**src/rtl/plane_setup_seq.sv**
```systemverilog
// Plane-equation setup sequencer: strobes each enabled interpolator once, waits for
// coefficients to settle, then walks a 32-pixel-wide tile row by row.
module plane_setup_seq #(
    parameter int NUM_PLANES = 8,
    parameter int SETUP_LAT  = 2,
    parameter int TILE_ROWS  = 32
) (
    input  logic                    clock,
    input  logic                    reset,
    input  logic                    tri_valid,
    output logic                    tri_ready,
    input  logic [NUM_PLANES-1:0]   tri_plane_mask,
    input  logic [5:0]              tile_x,
    input  logic [5:0]              tile_y,
    output logic [NUM_PLANES-1:0]   ip_setup,
    output logic                    row_valid,
    input  logic                    row_ready,
    output logic signed [11:0]      x_ps,
    output logic signed [11:0]      y_ps,
    output logic                    busy,
    output logic                    tri_done,
    output logic [2:0]              state_dbg
);

    // Handshakes: a transfer happens on a rising edge where valid and ready are both high;
    // the producer holds its payload stable while valid is high and ready is low.
    typedef enum logic [2:0] {
        S_IDLE  = 3'd0,
        S_SETUP = 3'd1,
        S_WAIT  = 3'd2,
        S_WALK  = 3'd3,
        S_DONE  = 3'd4
    } state_t;

    state_t                  state, state_nx;
    logic [NUM_PLANES-1:0]   pend, pend_nx, low_bit, pend_left;
    logic [3:0]              wcnt, wcnt_nx;
    logic [4:0]              row, row_nx;
    logic [5:0]              tx_q, tx_nx, ty_q, ty_nx;
    logic signed [11:0]      x_q, x_nx, y_q, y_nx;

    // Two's-complement trick isolates the lowest pending plane in one step.
    assign low_bit   = pend & (~pend + NUM_PLANES'(1));
    assign pend_left = pend & ~low_bit;

    always_comb begin
        state_nx = state;
        pend_nx  = pend;
        wcnt_nx  = wcnt;
        row_nx   = row;
        tx_nx    = tx_q;
        ty_nx    = ty_q;
        x_nx     = x_q;
        y_nx     = y_q;
        ip_setup = '0;
        case (state)
            S_IDLE: begin
                if (tri_valid) begin
                    pend_nx  = tri_plane_mask;
                    tx_nx    = tile_x;
                    ty_nx    = tile_y;
                    state_nx = (tri_plane_mask == '0) ? S_DONE : S_SETUP;
                end
            end
            S_SETUP: begin
                ip_setup = low_bit;
                pend_nx  = pend_left;
                if (pend_left == '0) begin
                    wcnt_nx  = 4'(SETUP_LAT - 1);
                    state_nx = S_WAIT;
                end
            end
            S_WAIT: begin
                if (wcnt == 4'd0) begin
                    row_nx   = 5'd0;
                    x_nx     = {1'b0, tx_q, 5'd0};
                    y_nx     = {1'b0, ty_q, 5'd0};
                    state_nx = S_WALK;
                end else begin
                    wcnt_nx = wcnt - 4'd1;
                end
            end
            S_WALK: begin
                if (row_ready) begin
                    if (row == 5'(TILE_ROWS - 1)) begin
                        state_nx = S_DONE;
                    end else begin
                        row_nx = row + 5'd1;
                        y_nx   = y_q + 12'sd1;
                    end
                end
            end
            S_DONE: begin
                state_nx = S_IDLE;
            end
            default: begin
                state_nx = S_IDLE;
            end
        endcase
    end

    always_ff @(posedge clock) begin
        if (reset) begin
            state <= S_IDLE;
            pend  <= '0;
            wcnt  <= 4'd0;
            row   <= 5'd0;
            tx_q  <= 6'd0;
            ty_q  <= 6'd0;
            x_q   <= 12'sd0;
            y_q   <= 12'sd0;
        end else begin
            state <= state_nx;
            pend  <= pend_nx;
            wcnt  <= wcnt_nx;
            row   <= row_nx;
            tx_q  <= tx_nx;
            ty_q  <= ty_nx;
            x_q   <= x_nx;
            y_q   <= y_nx;
        end
    end

    assign tri_ready = (state == S_IDLE);
    assign busy      = (state != S_IDLE);
    assign row_valid = (state == S_WALK);
    assign tri_done  = (state == S_DONE);
    assign x_ps      = x_q;
    assign y_ps      = y_q;
    assign state_dbg = state;

endmodule
```
**config.mk**
```make
export PLATFORM = sky130hd
export DESIGN_NAME = plane_setup_seq
export DESIGN_NICKNAME = d
export VERILOG_FILES = /design/src/rtl/plane_setup_seq.sv
export SDC_FILE = /design/constraint.sdc
export NUM_CORES = 1
export LEC_CHECK = 0
export ABC_AREA = 1
export ABC_CLOCK_PERIOD_IN_PS = 1600
export CAP_MARGIN = 20
export CORE_ASPECT_RATIO = 0.5
export CORE_MARGIN = 2
export CORE_UTILIZATION = 44
export DETAILED_ROUTE_END_ITERATION = 10
export GPL_ROUTABILITY_DRIVEN = 0
export PLACE_DENSITY = 0.76
export SLEW_MARGIN = 20
export SYNTH_ARGS = -nofsm -noshare
export SYNTH_HDL_FRONTEND = slang
export SYNTH_SLANG_ARGS = --single-unit
export TNS_END_PERCENT = 10
```
**constraint.sdc**
```tcl
create_clock -name clock -period 1.6 [get_ports clock]
set_input_delay 0.4 -clock clock [delete_from_list [all_inputs] [get_ports clock]]
set_output_delay 0.4 -clock clock [all_outputs]
set_load 0.005 [all_outputs]
```
== Word-level counts from Yosys, hierarchy flattened ==
Cells that the tools add are included.
Cells by class
  $add $sub $neg: 4
  equal/unequal tests: 12
  mux-type cells: 21
  bitwise operators: 4
  reductions and logical operators: 14
Operator list (count)
  $mux 12: 3
  $pmux 12 s2: 1
  $mux 3: 6
  $and 8x8->8: 2
  $logic_not 8->1: 2
  $mux 8: 2
  $not 8->8: 2
  $pmux 8 s2: 1
  $mux 5: 3
  $add 12x2->12 const B: 1
  $pmux 3 s4: 1
  $ne 2x2->1 const B: 5
  $pmux 5 s2: 1
  $add 8x1->8 const B: 1
  $mux 4: 2
  $pmux 4 s2: 1
  $eq 3x2->1 const B: 2
  $reduce_and 2->1: 3
  $reduce_bool 2->1: 3
  $add 5x1->5 const B: 1
  $eq 5x5->1 const B: 1
  $reduce_and 5->1: 1
  $logic_not 4->1: 1
  $ne 2x1->1 const B: 2
  other kinds (7): 7
Storage, ports and cells
  bits in registers: 50
  output and inout port bits: 39
  word-level logic and storage cells: 63

== Longest topological paths before layout ==
Gate-level depths: netlist of the first run.
  depth after elaboration: 8
  mapped depth: 12
  depth with buffers taken out: 12

== Worst setup path before layout of the first run ==
OpenSTA, ideal clock, no wires.
  kind: register to output
  start: reg state[0] (netlist: state_dbg[0])
  end: out ip_setup[7]
  data arrival time: 1.259 ns
  data required time: 1.200 ns
  setup slack: -0.059 ns
  cell stages (with the launch flop): 6
  buffers on the path: 1
  path through: dfxtp_1 -> inv_1 -> nor3_4 -> inv_1 -> clkbuf_1 -> nor4_1
On the way
  word-level cells in the longest chain between the ends: 2
RTL lines
  from (decl): RTL line 35  | state_t state, state_nx;
  from (signal assigned): RTL line 113  | state <= state_nx;
  $eq 3x1->1: RTL line 56  | case (state)
  $mux 8: RTL line 56
  to (decl): RTL line 15  | output logic [NUM_PLANES-1:0] ip_setup,
No other way between the ends.

== Final worst setup path of the first run ==
  start: reg row[0]
  end: reg row[2]
On the way
  word-level cells in the longest chain between the ends: 4
RTL lines
  from (decl): RTL line 38  | logic [4:0] row, row_nx;
  from (signal assigned): RTL line 116  | row <= row_nx;
  $add 5x1->5: RTL line 88  | row_nx = row + 5'd1;
  $mux 5: RTL line 85  | if (row == 5'(TILE_ROWS - 1)) begin
  $mux 5: RTL line 84  | if (row_ready) begin
  $pmux 5 s2: RTL line 56
Several ways; a longest one is shown, not always the timed one. The select of a mux whose other input is x is not followed.
A chain may end at the register's enable or synchronous reset.

==> results of run 1 <==
## worst paths after layout
kind | from | endpoint | slack, ns | cells after the start
max reg2reg | row[0] | row[2] | -0.18 | 11
min | tx_q[4] | x_ps[9] | 0.45 | 2
min reg2reg | tx_q[4] | x_ps[9] | 0.45 | 2
max | row[0] | row[2] | -0.18 | 11
## layout make-up
class,instances,area share
multi-input combinational,255,0.370
sequential,50,0.264
timing repair buffer,113,0.260
inverter,43,0.0435
clock buffer,5,0.0322
tap,73,0.0235
clock inverter,3,0.00741
## flip-flops by register name (all words and copies together) (netlist names)
register   flops
wcnt           4
row            5
state_dbg      3
pend           8
x_ps           6
ty_q           6
y_ps          12
tx_q           6
## per-layer routing
layer,track usage,share of wire,up-vias
met5,0,0,-
met2,0.420,0.49,107
met1,0.271,0.42,1301
li1,-,-,1384
met4,0.0786,0.022,0
met3,0.0503,0.069,18
## worst max-delay path: stages, from the launching register on
cell                       delay (ns)
sky130_fd_sc_hd__dfxtp_2         0.34
sky130_fd_sc_hd__ha_4            0.15
sky130_fd_sc_hd__inv_2           0.07
sky130_fd_sc_hd__nor2_2          0.04
sky130_fd_sc_hd__ha_2            0.16
sky130_fd_sc_hd__nand3b_1        0.17
sky130_fd_sc_hd__nand2_2         0.10
sky130_fd_sc_hd__nand3_4         0.15
sky130_fd_sc_hd__buf_6           0.19
sky130_fd_sc_hd__nor2_2          0.10
sky130_fd_sc_hd__xnor2_1         0.14
sky130_fd_sc_hd__nor2_1          0.07
## cell usage after synthesis (3+ instances only)
| master | count |
|---|---|
| sky130_fd_sc_hd__a21oi_1 | 35 |
| sky130_fd_sc_hd__a31oi_1 | 4 |
| sky130_fd_sc_hd__buf_4 | 7 |
| sky130_fd_sc_hd__clkbuf_1 | 8 |
| sky130_fd_sc_hd__dfxtp_1 | 50 |
| sky130_fd_sc_hd__ha_1 | 4 |
| sky130_fd_sc_hd__inv_1 | 42 |
| sky130_fd_sc_hd__nand2_1 | 69 |
| sky130_fd_sc_hd__nand3_1 | 23 |
| sky130_fd_sc_hd__nor2_1 | 49 |
| sky130_fd_sc_hd__nor3_1 | 12 |
| sky130_fd_sc_hd__nor4_1 | 3 |
| sky130_fd_sc_hd__o21ai_0 | 27 |
| sky130_fd_sc_hd__o22ai_1 | 3 |
| sky130_fd_sc_hd__xnor2_1 | 3 |
## repair_timing
item | CTS | global route
hold buffers | 0 | 0
pin swaps | 1 | 8
buffers inserted | 6 | 5
endpoints found under the setup margin | 57 | 67
resized for setup | 85 | 67
## stage by stage
step / hold slack, ns / instance area (um2) / worst slack [ns]
after floorplan: 0.422 / 2520 / -0.0134
after global placement: 0.436 / 3420 / -0.178
after detailed placement: 0.443 / 3420 / -0.241
after CTS: 0.454 / 3690 / -0.190
after global routing: 0.467 / 3880 / -0.278
final: 0.453 / 3880 / -0.184
## kinds of logic after synthesis
group	count (synthesis)	share of synthesized area
xor+xnor	5	0.0176
other cells	1	0.00151
compound gates	74	0.159
buf+inv	61	0.107
flops	50	0.403
fa+ha+maj	4	0.0202
simple gates	166	0.292
## power groups by stage
stage	logic [W]	clock network [W]	registers, W
after CTS	0.00310	0.00112	0.00180
after global routing	0.00393	0.00117	0.00185
after floorplan	0.00153	0	0.00180
final	0.00362	0.00112	0.00182
after global placement	0.00274	0	0.00178
after detailed placement	0.00283	0	0.00180
==> flow_summary_export.csv, run 1 <==
group,metric,value,unit
critical_path,worstSetupEndpointType,"flop",
global_routing,first_global_vias,2551,
logic_synthesis,syn-mean-instance-area,6.88,um2
place,hpwl,5.18,mm
sta,final_critical_path_setup_slack,-0.184,ns
logic_synthesis,postSynth.asyncResetShare,0,
logic_synthesis,synth_largest_area_cell,"sky130_fd_sc_hd__dfxtp_1",
detailed_routing,detail_route.iter0.violations,148,
sta,slew_violations,0,
sta,fmaxAchievable,561,MHz
logic_synthesis,synthCells,361,
pwr,clock_power_share,0.171,
outcome,violations,"negative setup slack",
finish,drive_above_1_share,0.311,
clock_tree,cts_tree,"done",
finish,antennaDiodeCount,0,
critical_path,crit_path_max_fanout,7,
sta,totalNegativeSetupSlack,-2.70,ns
floorplanning,floorplan.die.height,57.1,um
logic_synthesis,synth-edff-count,0,
pwr,seq_power_share,0.278,
place,cell_count_after_placement,523,
pwr,proportion_of_total_power_due_to_net_switching,0.403,
floorplanning,fp.coreArea,5470,um2
finish,number_of_fill_cells,424,
clock_tree,cts_buffers,5,
sta,finalHoldViolCount,0,
finish,layout.core_utilization,0.711,
logic_synthesis,ys_types,31,
detailed_routing,num_vias,2810,
global_routing,globalRoute.totalOverflow,0,
pwr,vdd.ir_drop.worst,839,uV
flow_run,drv_cap,0,
clock_tree,worstSkewPairLatency,0.30,ns
critical_path,worstPathRequired,1.78,ns
floorplanning,die_area,6300,um2
critical_path,critPathArrivalTime,1.96,ns
floorplanning,initial_utilization,0.454,
floorplanning,die_width,110,um
global_routing,groute.usage.overall,0.231,
pwr,power.density,1690,nW/um2
detailed_routing,post_drt_via_cell_ratio,5.18,
global_routing,largest_net_degree_at_the_start_of_global_routing,26,
logic_synthesis,yosys-top-cells-area,"sky130_fd_sc_hd__dfxtp_1 40%, sky130_fd_sc_hd__nand2_1 10%, sky130_fd_sc_hd__nor2_1 7.4%, sky130_fd_sc_hd__a21oi_1 7.1%, sky130_fd_sc_hd__inv_1 6.3%",
finish,multi_input_comb_area,1440,um2
finish,most-common-layout-cells,"59 x sky130_fd_sc_hd__nand2_1, 45 x sky130_fd_sc_hd__buf_4, 39 x sky130_fd_sc_hd__nor2_1, 38 x sky130_fd_sc_hd__clkdlybuf4s50_1, 35 x sky130_fd_sc_hd__inv_1",
pwr,design_power_total,0.00656,W
detailed_routing,totalWireLength,7.75,mm
pwr,power.net_switching,0.00264,W
critical_path,worst-setup-path-type,"reg2reg",
logic_synthesis,yosys_register_bits,50,
clock_tree,cts_root_buf,"sky130_fd_sc_hd__clkbuf_16",
finish,stdcell_count,542,
floorplanning,placement_rows,19,
outcome,outcome,"finished with violations",
clock_tree,clock_tree.buffer_depth,2,
pwr,internal_power,0.00392,W
sta,timing.clock.skew,0.00538,ns
global_routing,antenna_violations_before_repair,0,
finish,sequential_cell_area,1020,um2
sta,setup_viol,31,
pwr,power.static_leakage,1.72,nW
detailed_routing,dr.pass1.iters,4,
detailed_routing,post_drt_wl_per_cell,14.3,um
global_routing,first_pass_grt_wire_length,11.2,mm
clock_tree,clock_tree.htree_level_count,2,
logic_synthesis,synth_top_cell_area_share,0.403,
logic_synthesis,synth_seq_area_share,0.403,
detailed_routing,final_antenna_net_count,0,
clock_tree,clock_sink_count,50,
floorplanning,num_io_pins,63,
logic_synthesis,synth_area,2480,um2
pwr,combinationalPowerShare,0.552,
critical_path,timing.critical_path.from_type,"flop",
sta,shortest_clock_period_the_worst_path_allows_after_layout,1.78,ns
min_path,worst_hold_path_type,"reg2reg",
clock_tree,path_clk_slew,0.07,ns
detailed_routing,drc_errors,0,
sta,finalCritPeriodShare,1.11,
logic_synthesis,yosys_most_used_dff,"sky130_fd_sc_hd__dfxtp_1",
logic_synthesis,yosys_warnings,0,
finish,num-nets-final,496,
place,place.port_buffers,56,
finish,leading_cell_type_in_the_layout_fill_and_taps_excluded,"sky130_fd_sc_hd__nand2_1",
finish,syn2layout_area_growth,56.4,%
sta,grt_setup_unrepaired,"true",
(Power assumes the default switching activity.)
==> inputs of run 2 (changes only) <==
--- a/config.mk
+++ b/config.mk
@@ -14,7 +14,7 @@
 export DETAILED_ROUTE_END_ITERATION = 10
 export GPL_ROUTABILITY_DRIVEN = 0
 export PLACE_DENSITY = 0.76
-export SLEW_MARGIN = 20
+export SLEW_MARGIN = 15
 export SYNTH_ARGS = -nofsm -noshare
 export SYNTH_HDL_FRONTEND = slang
 export SYNTH_SLANG_ARGS = --single-unit
==> results of run 2 <==
Final layout, timing and power as in run 1 (identical DEF).
==> inputs of run 3 (changes only) <==
--- a/config.mk
+++ b/config.mk
@@ -13,8 +13,8 @@
 export CORE_UTILIZATION = 44
 export DETAILED_ROUTE_END_ITERATION = 10
 export GPL_ROUTABILITY_DRIVEN = 0
+export GPL_TIMING_DRIVEN = 0
 export PLACE_DENSITY = 0.76
-export SLEW_MARGIN = 15
 export SYNTH_ARGS = -nofsm -noshare
 export SYNTH_HDL_FRONTEND = slang
 export SYNTH_SLANG_ARGS = --single-unit
==> run 3 against run 2 <==
Effect of this change:
- register-to-register slack better by 0.06 ns
- sequential cell count is the same
- sequential share of layout area is 2.2 points higher
- the run still ends with negative setup slack left
- wire length down 3.7%
- largest power group unchanged
- critical path type is now reg2out
- maximum frequency fell by 3.3%
- setup slack lost 0.061 ns
- count of clock-buffer cells in the layout unchanged
- cell count decreased by 4.4%
- largest cell class unchanged
- hold slack improved by 0.0030 ns
- non-clock buffer count is 24 lower
- total power shrank 9.0%
==> flow_summary_export.csv, run 3 (synthesis results as in run 1) <==
group,metric,value,unit
finish,most-common-layout-cells,"62 x sky130_fd_sc_hd__nand2_1, 40 x sky130_fd_sc_hd__nor2_1, 39 x sky130_fd_sc_hd__clkdlybuf4s50_1, 36 x sky130_fd_sc_hd__inv_1, 34 x sky130_fd_sc_hd__dfxtp_1",
sta,slew_violations,0,
detailed_routing,post_drt_via_cell_ratio,5.22,
pwr,vdd.ir_drop.worst,766,uV
pwr,power.density,1650,nW/um2
sta,fmaxAchievable,542,MHz
clock_tree,cts_root_buf,"sky130_fd_sc_hd__clkbuf_16",
clock_tree,clock_sink_count,50,
critical_path,timing.critical_path.from_type,"flop",
clock_tree,path_clk_slew,0.07,ns
floorplanning,die_area,6300,um2
pwr,power.static_leakage,1.54,nW
critical_path,path_cells,"inv_4, nor3_4, inv_2, buf_8, nor4_4, buf_2",
place,place.port_buffers,55,
critical_path,worstPathBufferInverterCount,4,
finish,number_of_fill_cells,476,
sta,grt_setup_unrepaired,"true",
global_routing,first_global_vias,2515,
outcome,outcome,"finished with violations",
detailed_routing,totalWireLength,7.46,mm
place,detailed_place.area,3160,um2
sta,maxSlewHeadroom,0.563,
global_routing,globalRoute.totalOverflow,0,
sta,shortest_clock_period_the_worst_path_allows_after_layout,1.85,ns
clock_tree,clock_tree.buffer_depth,2,
floorplanning,fp.coreArea,5470,um2
sta,finalHoldViolCount,0,
flow_run,drv_cap,0,
sta,max_slew.worst_pin.slew,0.656,ns
critical_path,worstPathRequired,1.20,ns
global_routing,groute.usage.overall,0.228,
critical_path,crit_path_max_fanout,8,
detailed_routing,final_antenna_net_count,0,
place,hpwl,4.90,mm
finish,final_area,3630,um2
finish,leading_cell_type_in_the_layout_fill_and_taps_excluded,"sky130_fd_sc_hd__nand2_1",
critical_path,critical_path.max_stage_delay,0.38,ns
clock_tree,cts_buffers,5,
finish,num-nets-final,472,
min_path,worst_hold_path_type,"reg2reg",
detailed_routing,num_vias,2702,
floorplanning,die_width,110,um
sta,setup_viol,24,
global_routing,first_pass_grt_wire_length,11.3,mm
floorplanning,num_io_pins,63,
finish,drive_above_1_share,0.236,
finish,syn2layout_area_growth,46.0,%
sta,finalCritPeriodShare,1.15,
detailed_routing,dr.pass1.iters,5,
sta,final_critical_path_setup_slack,-0.245,ns
finish,sequential_cell_area,1040,um2
sta,timing.clock.skew,0.0113,ns
floorplanning,floorplan.die.height,57.1,um
floorplanning,initial_utilization,0.454,
clock_tree,ctsHoldBuffers,0,
global_routing,antenna_violations_before_repair,0,
place,detailedPlace.worstSlack,-0.742,ns
detailed_routing,post_drt_wl_per_cell,14.4,um
clock_tree,clock_tree.htree_level_count,2,
outcome,violations,"negative setup slack",
critical_path,critPathArrivalTime,1.45,ns
sta,final.hold.worst_slack,0.456,ns
critical_path,worst_path_max_delay_cell,"sky130_fd_sc_hd__dfxtp_4",
critical_path,worstSetupEndpointType,"output pin",
clock_tree,worstSkewPairLatency,0.29,ns
detailed_routing,drc_errors,0,
detailed_routing,detail_route.iter0.violations,131,
floorplanning,placement_rows,19,
global_routing,largest_net_degree_at_the_start_of_global_routing,19,
finish,antennaDiodeCount,0,
finish,multi_input_comb_area,1410,um2
finish,largest_register_ff_count,12,
clock_tree,cts_tree,"done",
critical_path,worst-setup-path-type,"reg2out",
critical_path,timing.critical_path.max_delay_family,"buffers and inverters",
[run 3: layout make-up]
class	count	area share
Multi-Input combinational cell	255	0.388
Sequential cell	50	0.286
Buffer	18	0.0393
Timing Repair Buffer	71	0.173
Clock buffer	5	0.0345
Clock inverter	3	0.00794
Tap cell	73	0.0252
Inverter	43	0.0466
[run 3: timing repair]
action / in CTS / in global routing
pin swaps: 4 / 2
gates resized for setup: 93 / 41
endpoints found under the setup margin: 70 / 59
buffers inserted: 13 / 3
[run 3: metal layers]
| layer | part of all wire | vias to the layer above | global-route usage |
|---|---|---|---|
| met4 | 0.0092 | 0 | 0.0429 |
| li1 | - | 1334 | - |
| met2 | 0.48 | 106 | 0.408 |
| met1 | 0.43 | 1252 | 0.285 |
| met5 | 0 | - | 0 |
| met3 | 0.074 | 10 | 0.0549 |
[run 3: final timing paths]
kind	start	end	slack (ns)	depth (start not counted)
hold reg to reg	row[3]	row[3]	0.46	1
setup / recovery	state_dbg[0]	ip_setup[7]	-0.25	6
hold / removal	row[3]	row[3]	0.46	1
setup reg to reg	row[0]	y_ps[10]	-0.12	11
[run 3: through the flow]
step,power [W],util,instances,setup TNS (ns)
2_1_floorplan,0.00333,-,366,-0.0275
5_1_grt,0.00632,0.663,518,-5.26
3_3_place_gp,0.00412,0.578,494,-12.63
4_1_cts,0.00566,0.645,515,-2.15
6_report,0.00597,0.663,518,-2.47
3_5_place_dp,0.00419,0.578,494,-13.89
[run 3: where the power goes]
group	switching (W)	internal [W]	total, W
Clock	0.000496	0.000596	0.00109
Sequential	0.000287	0.00160	0.00189
Combinational	0.00169	0.00130	0.00298
Total	0.00247	0.00350	0.00597
